===== config.mk =====
export PLATFORM = sky130hd
export DESIGN_NAME = traffic_phase_ctrl_flat
export DESIGN_NICKNAME = d
export VERILOG_FILES = /design/src/rtl/traffic_pkg.sv /design/src/rtl/traffic_phase_ctrl_if.sv /design/src/rtl/traffic_phase_ctrl_phase_timer.sv /design/src/rtl/traffic_phase_ctrl.sv /design/src/flat_wrapper.sv
export SDC_FILE = /design/constraint.sdc
export NUM_CORES = 1
export LEC_CHECK = 0
export ABC_AREA = 1
export CAP_MARGIN = 20
export CORE_ASPECT_RATIO = 1.1
export CORE_MARGIN = 5
export CORE_UTILIZATION = 25
export DETAILED_ROUTE_END_ITERATION = 12
export GPL_ROUTABILITY_DRIVEN = 0
export HOLD_SLACK_MARGIN = 0.08
export MAX_ROUTING_LAYER = met4
export PLACE_DENSITY = 0.44
export SLEW_MARGIN = 20
export SYNTH_ARGS = -nofsm -noshare
export SYNTH_HDL_FRONTEND = slang
export SYNTH_SLANG_ARGS = --single-unit

===== constraint.sdc =====
create_clock -name clk -period 5.1 [get_ports clk]
set_clock_uncertainty 0.1 [all_clocks]
set_input_delay 1.275 -clock clk [delete_from_list [all_inputs] [get_ports clk]]
set_output_delay 1.275 -clock clk [all_outputs]
set_load 0.01 [all_outputs]

===== src/rtl/traffic_pkg.sv =====
// Shared types and helpers for the four-approach traffic phase controller.
// Lamp codes, phase encoding, per-phase duration lookup and sequencing helpers.
package traffic_pkg;

  typedef enum logic [1:0] {
    GREEN  = 2'd0,
    YELLOW = 2'd1,
    RED    = 2'd2,
    LEFT   = 2'd3
  } traffic_light;

  typedef enum logic [3:0] {
    NS_GREEN   = 4'd0,
    NS_YELLOW  = 4'd1,
    EW_LEFT    = 4'd2,
    EW_YELLOW  = 4'd3,
    EW_GREEN   = 4'd4,
    EW_YELLOW2 = 4'd5,
    NS_LEFT    = 4'd6,
    NS_YELLOW2 = 4'd7,
    ALL_RED    = 4'd8,
    EMERG_HOLD = 4'd9,
    PED_WALK   = 4'd10
  } phase_t;

  // Duration in ticks of a phase; EMERG_HOLD is untimed and reports 1.
  function automatic int time_of(input phase_t p, input int green_t, input int yellow_t,
                                 input int left_t, input int allred_t, input int ped_t);
    case (p)
      NS_GREEN, EW_GREEN:                          time_of = green_t;
      NS_YELLOW, EW_YELLOW, EW_YELLOW2, NS_YELLOW2: time_of = yellow_t;
      EW_LEFT, NS_LEFT:                            time_of = left_t;
      ALL_RED:                                     time_of = allred_t;
      PED_WALK:                                    time_of = ped_t;
      default:                                     time_of = 32'sd1;
    endcase
  endfunction

  // A duration is legal when it is at least one tick and T-1 fits in w bits.
  function automatic bit time_fits(input int t, input int w);
    time_fits = (t >= 32'sd1) && (((t - 32'sd1) >> w) == 32'sd0);
  endfunction

  // Yellow that follows a green or left-turn phase.
  function automatic phase_t yellow_of(input phase_t p);
    case (p)
      NS_GREEN: yellow_of = NS_YELLOW;
      EW_LEFT:  yellow_of = EW_YELLOW;
      EW_GREEN: yellow_of = EW_YELLOW2;
      NS_LEFT:  yellow_of = NS_YELLOW2;
      default:  yellow_of = NS_YELLOW;
    endcase
  endfunction

  // Phase that resumes after the clearance interval following a yellow.
  function automatic phase_t after_red_of(input phase_t p);
    case (p)
      NS_YELLOW:  after_red_of = EW_LEFT;
      EW_YELLOW:  after_red_of = EW_GREEN;
      EW_YELLOW2: after_red_of = NS_LEFT;
      NS_YELLOW2: after_red_of = NS_GREEN;
      default:    after_red_of = NS_GREEN;
    endcase
  endfunction

endpackage


===== src/rtl/traffic_phase_ctrl_if.sv =====
// Control/lamp bundle of the traffic phase controller.
// master drives the requests and timebase, slave (the controller) drives the lamps.
interface traffic_phase_ctrl_if;
  import traffic_pkg::*;

  logic         tick;
  logic         emerg;
  logic         ped_req;
  traffic_light north;
  traffic_light south;
  traffic_light east;
  traffic_light west;
  logic         ped_walk;
  phase_t       phase;
  logic         cycle_done;

  modport master (
    output tick, emerg, ped_req,
    input  north, south, east, west, ped_walk, phase, cycle_done
  );

  modport slave (
    input  tick, emerg, ped_req,
    output north, south, east, west, ped_walk, phase, cycle_done
  );
endinterface


===== src/rtl/traffic_phase_ctrl_phase_timer.sv =====
// Phase timer: counts ticks inside the current phase.
// 'last' carries the phase duration minus one, so expire = tick && cnt == dur-1.
module phase_timer #(
  parameter int CNT_W = 16
) (
  input  logic             clk,
  input  logic             rst,
  input  logic             tick,
  input  logic             clear,
  input  logic [CNT_W-1:0] last,
  output logic             expire
);

  logic [CNT_W-1:0] cnt;

  // Tick counter, restarted on every phase entry.
  always_ff @(posedge clk) begin
    if (rst) begin
      cnt <= {CNT_W{1'b0}};
    end else if (clear) begin
      cnt <= {CNT_W{1'b0}};
    end else if (tick) begin
      cnt <= cnt + {{(CNT_W-1){1'b0}}, 1'b1};
    end else begin
      cnt <= cnt;
    end
  end

  assign expire = tick && (cnt == last);

endmodule


===== src/rtl/traffic_phase_ctrl.sv =====
// Four-approach intersection phase controller with all-red clearance,
// emergency pre-emption and an optional pedestrian walk phase.
// Optional feature macro: PED_WALK_EN (pedestrian walk phase).
module traffic_phase_ctrl
  import traffic_pkg::*;
#(
  parameter int CNT_W       = 16,
  parameter int GREEN_TIME  = 40,
  parameter int YELLOW_TIME = 5,
  parameter int LEFT_TIME   = 20,
  parameter int ALLRED_TIME = 2,
  parameter int PED_TIME    = 15
) (
  input logic                 clk,
  input logic                 rst,
  traffic_phase_ctrl_if.slave bus
);

  if (!time_fits(GREEN_TIME, CNT_W)) begin : g_bad_green
    $error("GREEN_TIME out of range for CNT_W");
  end
  if (!time_fits(YELLOW_TIME, CNT_W)) begin : g_bad_yellow
    $error("YELLOW_TIME out of range for CNT_W");
  end
  if (!time_fits(LEFT_TIME, CNT_W)) begin : g_bad_left
    $error("LEFT_TIME out of range for CNT_W");
  end
  if (!time_fits(ALLRED_TIME, CNT_W)) begin : g_bad_allred
    $error("ALLRED_TIME out of range for CNT_W");
  end
`ifdef PED_WALK_EN
  if (!time_fits(PED_TIME, CNT_W)) begin : g_bad_ped
    $error("PED_TIME out of range for CNT_W");
  end
`endif

  phase_t           state, next_state;
  phase_t           next_after_red, nar_next;
  logic             cycle_done, done_next;
  logic             ped_pending, pend_next, ped_set, enter_walk;
  logic             expire, timer_clear;
  logic [CNT_W-1:0] last;
  traffic_light     ns_lamp, ew_lamp;

`ifdef PED_WALK_EN
  assign ped_set = bus.ped_req;
`else
  logic unused_ped_req;
  assign unused_ped_req = bus.ped_req;
  assign ped_set = 1'b0;
`endif

  assign last        = CNT_W'(time_of(state, GREEN_TIME, YELLOW_TIME, LEFT_TIME,
                                      ALLRED_TIME, PED_TIME) - 32'sd1);
  // Timer restarts on every state change and stays at zero while held.
  assign timer_clear = (next_state != state) || (state == EMERG_HOLD);

  phase_timer #(.CNT_W(CNT_W)) u_timer (
    .clk    (clk),
    .rst    (rst),
    .tick   (bus.tick),
    .clear  (timer_clear),
    .last   (last),
    .expire (expire)
  );

  // Next-state selection: emergency cuts greens, yellows always run to completion.
  always_comb begin
    next_state = state;
    nar_next   = next_after_red;
    done_next  = 1'b0;
    enter_walk = 1'b0;
    if (bus.tick) begin
      case (state)
        NS_GREEN, EW_LEFT, EW_GREEN, NS_LEFT: begin
          if (bus.emerg || expire) next_state = yellow_of(state);
          else                     next_state = state;
        end
        NS_YELLOW, EW_YELLOW, EW_YELLOW2, NS_YELLOW2: begin
          if (expire) begin
            next_state = ALL_RED;
            nar_next   = after_red_of(state);
          end else begin
            next_state = state;
          end
        end
        ALL_RED: begin
          if (!expire) begin
            next_state = state;
          end else if (bus.emerg) begin
            next_state = EMERG_HOLD;
          end else if (ped_pending) begin
            next_state = PED_WALK;
            enter_walk = 1'b1;
          end else begin
            next_state = next_after_red;
            done_next  = (next_after_red == NS_GREEN);
          end
        end
        EMERG_HOLD: begin
          if (bus.emerg) next_state = state;
          else           next_state = NS_GREEN;
        end
        PED_WALK: begin
          if (bus.emerg)   next_state = EMERG_HOLD;
          else if (expire) next_state = next_after_red;
          else             next_state = state;
        end
        default: next_state = NS_GREEN;
      endcase
    end else begin
      next_state = state;
    end
  end

  // Pedestrian request is sticky until the walk phase is entered.
  always_comb begin
    if (enter_walk) pend_next = 1'b0;
    else            pend_next = ped_pending | ped_set;
  end

  // State, resume phase, cycle pulse and pending walk registers.
  always_ff @(posedge clk) begin
    if (rst) begin
      state          <= NS_GREEN;
      next_after_red <= EW_LEFT;
      cycle_done     <= 1'b0;
      ped_pending    <= 1'b0;
    end else begin
      state          <= next_state;
      next_after_red <= nar_next;
      cycle_done     <= done_next;
      ped_pending    <= pend_next;
    end
  end

  // Lamp decode straight from the state register.
  always_comb begin
    ns_lamp = RED;
    ew_lamp = RED;
    case (state)
      NS_GREEN:               ns_lamp = GREEN;
      NS_YELLOW, NS_YELLOW2:  ns_lamp = YELLOW;
      NS_LEFT:                ns_lamp = LEFT;
      EW_GREEN:               ew_lamp = GREEN;
      EW_YELLOW, EW_YELLOW2:  ew_lamp = YELLOW;
      EW_LEFT:                ew_lamp = LEFT;
      default: begin
        ns_lamp = RED;
        ew_lamp = RED;
      end
    endcase
  end

  assign bus.north      = ns_lamp;
  assign bus.south      = ns_lamp;
  assign bus.east       = ew_lamp;
  assign bus.west       = ew_lamp;
  assign bus.phase      = state;
  assign bus.cycle_done = cycle_done;
`ifdef PED_WALK_EN
  assign bus.ped_walk   = (state == PED_WALK);
`else
  assign bus.ped_walk   = 1'b0;
`endif

endmodule


===== src/flat_wrapper.sv =====
// flat-port wrapper written by rule: the top's interface ports become plain ports
module traffic_phase_ctrl_flat import traffic_pkg::*;
#(
  parameter int CNT_W       = 16,
  parameter int GREEN_TIME  = 40,
  parameter int YELLOW_TIME = 5,
  parameter int LEFT_TIME   = 20,
  parameter int ALLRED_TIME = 2,
  parameter int PED_TIME    = 15
)
  (clk, rst, bus_tick, bus_emerg, bus_ped_req, bus_north, bus_south, bus_east, bus_west, bus_ped_walk, bus_phase, bus_cycle_done);
  traffic_phase_ctrl_if bus_i ();
  input logic clk;
  input logic rst;
  input wire logic [$bits(bus_i.tick)-1:0] bus_tick;
  input wire logic [$bits(bus_i.emerg)-1:0] bus_emerg;
  input wire logic [$bits(bus_i.ped_req)-1:0] bus_ped_req;
  output wire logic [$bits(bus_i.north)-1:0] bus_north;
  output wire logic [$bits(bus_i.south)-1:0] bus_south;
  output wire logic [$bits(bus_i.east)-1:0] bus_east;
  output wire logic [$bits(bus_i.west)-1:0] bus_west;
  output wire logic [$bits(bus_i.ped_walk)-1:0] bus_ped_walk;
  output wire logic [$bits(bus_i.phase)-1:0] bus_phase;
  output wire logic [$bits(bus_i.cycle_done)-1:0] bus_cycle_done;
  assign bus_i.tick = bus_tick;
  assign bus_i.emerg = bus_emerg;
  assign bus_i.ped_req = bus_ped_req;
  assign bus_north = bus_i.north;
  assign bus_south = bus_i.south;
  assign bus_east = bus_i.east;
  assign bus_west = bus_i.west;
  assign bus_ped_walk = bus_i.ped_walk;
  assign bus_phase = bus_i.phase;
  assign bus_cycle_done = bus_i.cycle_done;
  traffic_phase_ctrl #(.CNT_W(CNT_W), .GREEN_TIME(GREEN_TIME), .YELLOW_TIME(YELLOW_TIME), .LEFT_TIME(LEFT_TIME), .ALLRED_TIME(ALLRED_TIME), .PED_TIME(PED_TIME)) u_core (.clk(clk), .rst(rst), .bus(bus_i));
endmodule

==> impl_metrics.json, run 1 <==
{
  "cts.clk_slew.worst_paths_ns": 0.07,
  "ys_types": 36,
  "met2WireLength_um": 2590,
  "drc": 0,
  "ioPinCount": 19,
  "hold_violations": 0,
  "syn_avg_cell_area_um2": 6.75,
  "clockBufferDepth": 2,
  "synthesis.area_um2": 2230,
  "rows": 36,
  "grt_overflow": 0,
  "clock.fmax_mhz": 283,
  "antennaDiodeCount": 0,
  "utilization_pct": 29.2,
  "drive_gt1_share_pct": 17.4,
  "fin_setup_tns_ns": 0,
  "post_cts_buffers": 0,
  "synthesis.nets": 338,
  "grt_max_degree": 17,
  "grt_use_total_pct": 10.8,
  "fp.coreArea_um2": 8780,
  "layout.cells.most_common_list": "79 x nand2_1, 49 x inv_1, 33 x nor2_1, 29 x dfxtp_1, 19 x nand3_1",
  "fin_crit_ns": 3.53,
  "r2r_setup_slack_ns": 2.12,
  "relSlewSlack_pct": 64.6,
  "grt_pass1_vias": 1930,
  "ff2ff_path_depth": 19,
  "dr_wl_met3_um": 93,
  "nNetsFinal": 351,
  "ctsHoldBuffers": 0,
  "max_cap_viol_count": 0,
  "peakVddDrop_v": 0.0000817,
  "crit_arrival_ns": 3.62,
  "dieArea_um2": 10900,
  "setup_violations": 0,
  "drt_first_pass_iters": 4,
  "multi_input_area_um2": 1350,
  "clk_latency_ns": 0.28,
  "hold_end": "u_core.next_after_red[2]$_SDFFE_PP0P_",
  "final_common_cell": "nand2_1",
  "top_layer_used": "met4",
  "slowest_stage": "clkdlybuf4s50_1",
  "ctsResizeCount": 0,
  "hold_depth": 2,
  "crit_family": "simple AND/OR/NAND/NOR gates",
  "syn_inst": 330,
  "die_w_um": 100,
  "routed_wl_um": 5390,
  "synthTopCellsByArea": "dfxtp_1 26%, nand2_1 13%, inv_1 8.3%, nor2_1 5.6%, nor3_2 5.4%",
  "root_buffer": "clkbuf_8",
  "tritoncts": "built",
  "worstSetupEndpointType": "flop",
  "routedWlPerCell_um": 11.8,
  "num_vias": 1913,
  "slowest_delay_ns": 0.51,
  "fin_crit_sh_pct": 69.2,
  "start_util_pct": 25.4,
  "path_cells": "clkdlybuf4s50_1, inv_2, a21oi_2, nand3_2, nor2_4, nand2_2, nor2_4, nand2_4, nand2_1, nand3_1, nand2_1, nand2_1, nand3_2, nand3_2, nor3_1",
  "htreeDepth": 2,
  "area_growth_pct": 14.9,
  "yosysSeqAreaShare_pct": 26.1,
  "seq_area_um2": 581,
  "ant_nets": 0,
  "drt_iter0_drc": 55,
  "path_depth": 15,
  "tightest_slew_ns": 0.527,
  "place_hpwl_um": 4200,
  "antenna_found_initial": 0,
  "start_kind": "primary input",
  "cts_buffers": 5,
  "power_density_nw_per_um2": 241,
  "status": "completed",
  "drv_slew": 0,
  "synth-warning-count": 0,
  "synth-seq-cells": 29,
  "p_leak_nw": 1.12,
  "hold_path_class": "flop to flop",
  "path_class": "primary input to flop",
  "die_y_um": 109,
  "critPathMaxFanout": 16,
  "viasPerCell": 4.18,
  "n_fill_cell": 997,
  "synth_top_area_share_pct": 26.1,
  "place.port_buffers": 16,
  "cp.buffers_inverters": 2,
  "r2r-end": "u_core.u_timer.cnt[11]$_SDFFE_PP0P_",
  "wl_met1_um": 2670,
  "hold_start": "u_core.next_after_red[2]$_SDFFE_PP0P_",
  "clock-sinks": 29,
  "rsz0062_at_grt": "false",
  "required_ns": 5.19,
  "yosys.area.top_type": "dfxtp_1",
  "grt_pass1_wl_um": 9210
}
[layer usage]
metal | track usage (%) | up-vias
li1 | - | 1061
met1 | 13.3 | 831
met2 | 18.3 | 19
met3 | 2.11 | 2
met4 | 2.60 | 0
met5 | - | -
[cell type report]
class	count	area share, %
flip-flops and latches	29	22.7
clock buffers	6	3.22
clock inverters	2	1.47
well taps	114	5.57
inverters	54	7.91
multi-input cells	236	52.6
repair buffers	17	6.55
[cell usage after synthesis]
| library cell | count |
|---|---|
| or2_2 | 1 |
| xor2_1 | 13 |
| or2_4 | 1 |
| nand3b_4 | 1 |
| nand2_1 | 79 |
| buf_4 | 7 |
| conb_1 | 1 |
| o211ai_1 | 1 |
| buf_6 | 4 |
| nor4_1 | 1 |
| o311ai_0 | 1 |
| clkinv_1 | 1 |
| o22ai_1 | 1 |
| nor3b_2 | 1 |
| nand3_2 | 8 |
| o21bai_1 | 1 |
| nor2_4 | 4 |
| nand4_1 | 11 |
| inv_2 | 4 |
| o21ai_0 | 6 |
| nand3_1 | 19 |
| nor3_4 | 1 |
| nor3_2 | 12 |
| nor2_1 | 33 |
| nor3_1 | 10 |
| ha_1 | 3 |
| inv_1 | 49 |
| nand2_2 | 9 |
| nand2_4 | 1 |
| a21oi_1 | 7 |
| nand3_4 | 1 |
| dfxtp_1 | 29 |
| and3_1 | 1 |
| mux2i_1 | 1 |
| nor2_2 | 6 |
| a21oi_2 | 1 |
[worst max path at each step]
stage,from,endpoint
2_1_floorplan,bus_tick,u_core.u_timer.cnt[9]$_SDFFE_PP0P_
3_3_place_gp,bus_tick,u_core.u_timer.cnt[0]$_SDFFE_PP0P_
3_5_place_dp,bus_tick,u_core.u_timer.cnt[0]$_SDFFE_PP0P_
4_1_cts,bus_tick,u_core.u_timer.cnt[11]$_SDFFE_PP0P_
5_1_grt,bus_tick,u_core.u_timer.cnt[0]$_SDFFE_PP0P_
6_report,bus_tick,u_core.u_timer.cnt[11]$_SDFFE_PP0P_
[where the power goes]
group | leakage [nW] | internal (mW) | switching, mW
Clock | 0.0574 | 0.159 | 0.0953
Combinational | 0.831 | 0.0442 | 0.0749
Sequential | 0.236 | 0.233 | 0.00983
[through the flow]
stage	total power, mW	setup slack [ns]	area (um^2)	std cells	hold WS, ns
after floorplan	0.341	2.21	2230	330	0.333
after global placement	0.368	1.29	2440	450	0.351
after detailed placement	0.369	1.22	2440	450	0.356
after CTS	0.626	1.51	2560	458	0.367
after global routing	0.650	1.28	2560	458	0.395
final	0.616	1.57	2560	458	0.360
[cells by family (layout without fill, tap and decap cells)]
logic type	Yosys count	after routing	share of synthesized area, %
simple gates	200	200	48.4
buf+inv	65	79	13.5
flops	29	29	26.1
compound gates	18	18	4.66
xor+xnor	13	13	5.11
fa+ha+maj	3	3	1.68
other cells	1	1	0.168
mux	1	1	0.449
[worst reg2reg max path: cells and delay by family, from the launching register on]
kind	cells	cell delay, ns
buf+inv	2	0.18
fa+ha+maj	1	0.26
flops	1	0.34
simple gates	16	2.03
No activity file was read; power rests on OpenSTA's default activity.
==> inputs of run 2 (changes only) <==
Clock period 5.1 ns to 3.4 ns, I/O delays scaled along.
==> impl_metrics.json, run 2 (synthesized netlist as in run 1, its figures left out) <==
{
  "fin_crit_sh_pct": 87.5,
  "start_util_pct": 25.4,
  "die_y_um": 109,
  "area_growth_pct": 16.5,
  "final_common_cell": "nand2_1",
  "path_cells": "inv_1, nor2_1, inv_1, o22ai_1, clkdlybuf4s50_1",
  "grt_max_degree": 17,
  "place_hpwl_um": 4270,
  "ant_nets": 0,
  "required_ns": 2.45,
  "htreeDepth": 2,
  "viasPerCell": 4.36,
  "grt_pass1_vias": 1959,
  "hold_violations": 0,
  "drt_first_pass_iters": 4,
  "drt_iter0_drc": 79,
  "routedWlPerCell_um": 12.0,
  "start_kind": "flop",
  "status": "completed",
  "crit_top_cell": "inv_1",
  "cp.buffers_inverters": 3,
  "clk_latency_ns": 0.29,
  "worstSetupEndpointType": "output pin",
  "drc": 0,
  "n_fill_cell": 987,
  "nNetsFinal": 354,
  "p_total_uw": 938,
  "fin_crit_ns": 2.98,
  "drive_gt1_share_pct": 18.2,
  "slowest_stage": "clkdlybuf4s50_1",
  "hold_depth": 2,
  "path_depth": 5,
  "tritoncts": "built",
  "grt_pass1_wl_um": 9460,
  "layout.cells.most_common_list": "79 x nand2_1, 49 x inv_1, 33 x nor2_1, 29 x dfxtp_1, 19 x nand3_1",
  "path_class": "flop to output pin",
  "startpoint": "u_core.bus.phase[0]$_SDFF_PP0_",
  "peakVddDrop_v": 0.000138,
  "crit_family": "buffers and inverters",
  "post_cts_buffers": 0,
  "drv_slew": 0,
  "clock-sinks": 29,
  "ioPinCount": 19,
  "crit_arrival_ns": 2.03,
  "root_buffer": "clkbuf_8",
  "ff2ff_path_depth": 19,
  "clockBufferDepth": 2,
  "max_cap_viol_count": 0,
  "hold_path_class": "flop to flop",
  "grt_overflow": 0,
  "clock.fmax_mhz": 336,
  "fp.coreArea_um2": 8780,
  "antennaDiodeCount": 0,
  "rows": 36,
  "grt_use_total_pct": 11.4,
  "die_w_um": 100,
  "rsz0062_at_grt": "false",
  "setup_violations": 0,
  "p_leak_nw": 1.14,
  "routed_wl_um": 5510,
  "antenna_found_initial": 0,
  "num_vias": 2010,
  "critPathMaxFanout": 9,
  "ctsHoldBuffers": 0,
  "cts.clk_slew.worst_paths_ns": 0.07,
  "slowest_delay_ns": 0.58,
  "dieArea_um2": 10900,
  "cts_buffers": 5,
  "ctsResizeCount": 0,
  "place.port_buffers": 16,
  "hold_start": "u_core.next_after_red[2]$_SDFFE_PP0P_",
  "power_density_nw_per_um2": 361,
  "fin_setup_tns_ns": 0
}
## run 2: changes by cell type in the layout (fill, tap and decap cells not counted)
cell and delta:
buf_12 +1, buf_4 +2
## run 2: stage by stage
stage | area (um^2) | hold WS (ns) | util, % | instances | worst slack (ns)
floorplan | 2230 | 0.333 | - | 330 | 0.938
global placement | 2480 | 0.352 | 28.2 | 453 | 0.234
detailed placement | 2480 | 0.356 | 28.2 | 453 | 0.180
CTS | 2600 | 0.367 | 29.6 | 461 | 0.412
global route | 2600 | 0.394 | 29.6 | 461 | 0.261
finish | 2600 | 0.361 | 29.6 | 461 | 0.425
## run 2: layer usage
| metal | track usage (%) | wire [um] | vias up |
|---|---|---|---|
| li1 | - | - | 1069 |
| met1 | 13.7 | 2610 | 908 |
| met2 | 19.0 | 2670 | 28 |
| met3 | 2.69 | 160 | 5 |
| met4 | 3.18 | 64 | 0 |
| met5 | - | 0 | - |
## run 2: area by class of cell
type                       count  area, um^2  area share, %
tap                          114         143           5.49
timing repair buffer          20         203           7.81
inverter                      54         203           7.81
clock inverter                 2        37.5           1.45
sequential                    29         581           22.4
multi-input combinational    236        1350           51.9
clock buffer                   6        82.6           3.18
## run 2: worst paths after layout
check                                                        endpoint  slack [ns]
worst min register to register  u_core.next_after_red[2]$_SDFFE_PP0P_        0.36
worst max-delay path                                     bus_south[0]        0.42
worst min-delay path            u_core.next_after_red[2]$_SDFFE_PP0P_        0.36
worst max register to register     u_core.u_timer.cnt[4]$_SDFFE_PP0P_        0.58
## run 2: where the power goes
part           internal (mW)  switching, mW  total (mW)
Sequential             0.350         0.0150       0.365
Clock                  0.238          0.149       0.387
Combinational         0.0721          0.114       0.186
## run 2: worst min-delay path, delay by kind of cell, from the launching register on
kind / cells / cell delay, ns
DFF: 1 / 0.31
and+or+nand+nor: 1 / 0.06
AOI/OAI and AO/OA: 1 / 0.05
==> inputs of run 3 (changes only) <==
Settings changed: TNS_END_PERCENT from default to 20.
==> results of run 3 <==
Final layout, timing and power as in run 2 (identical DEF).
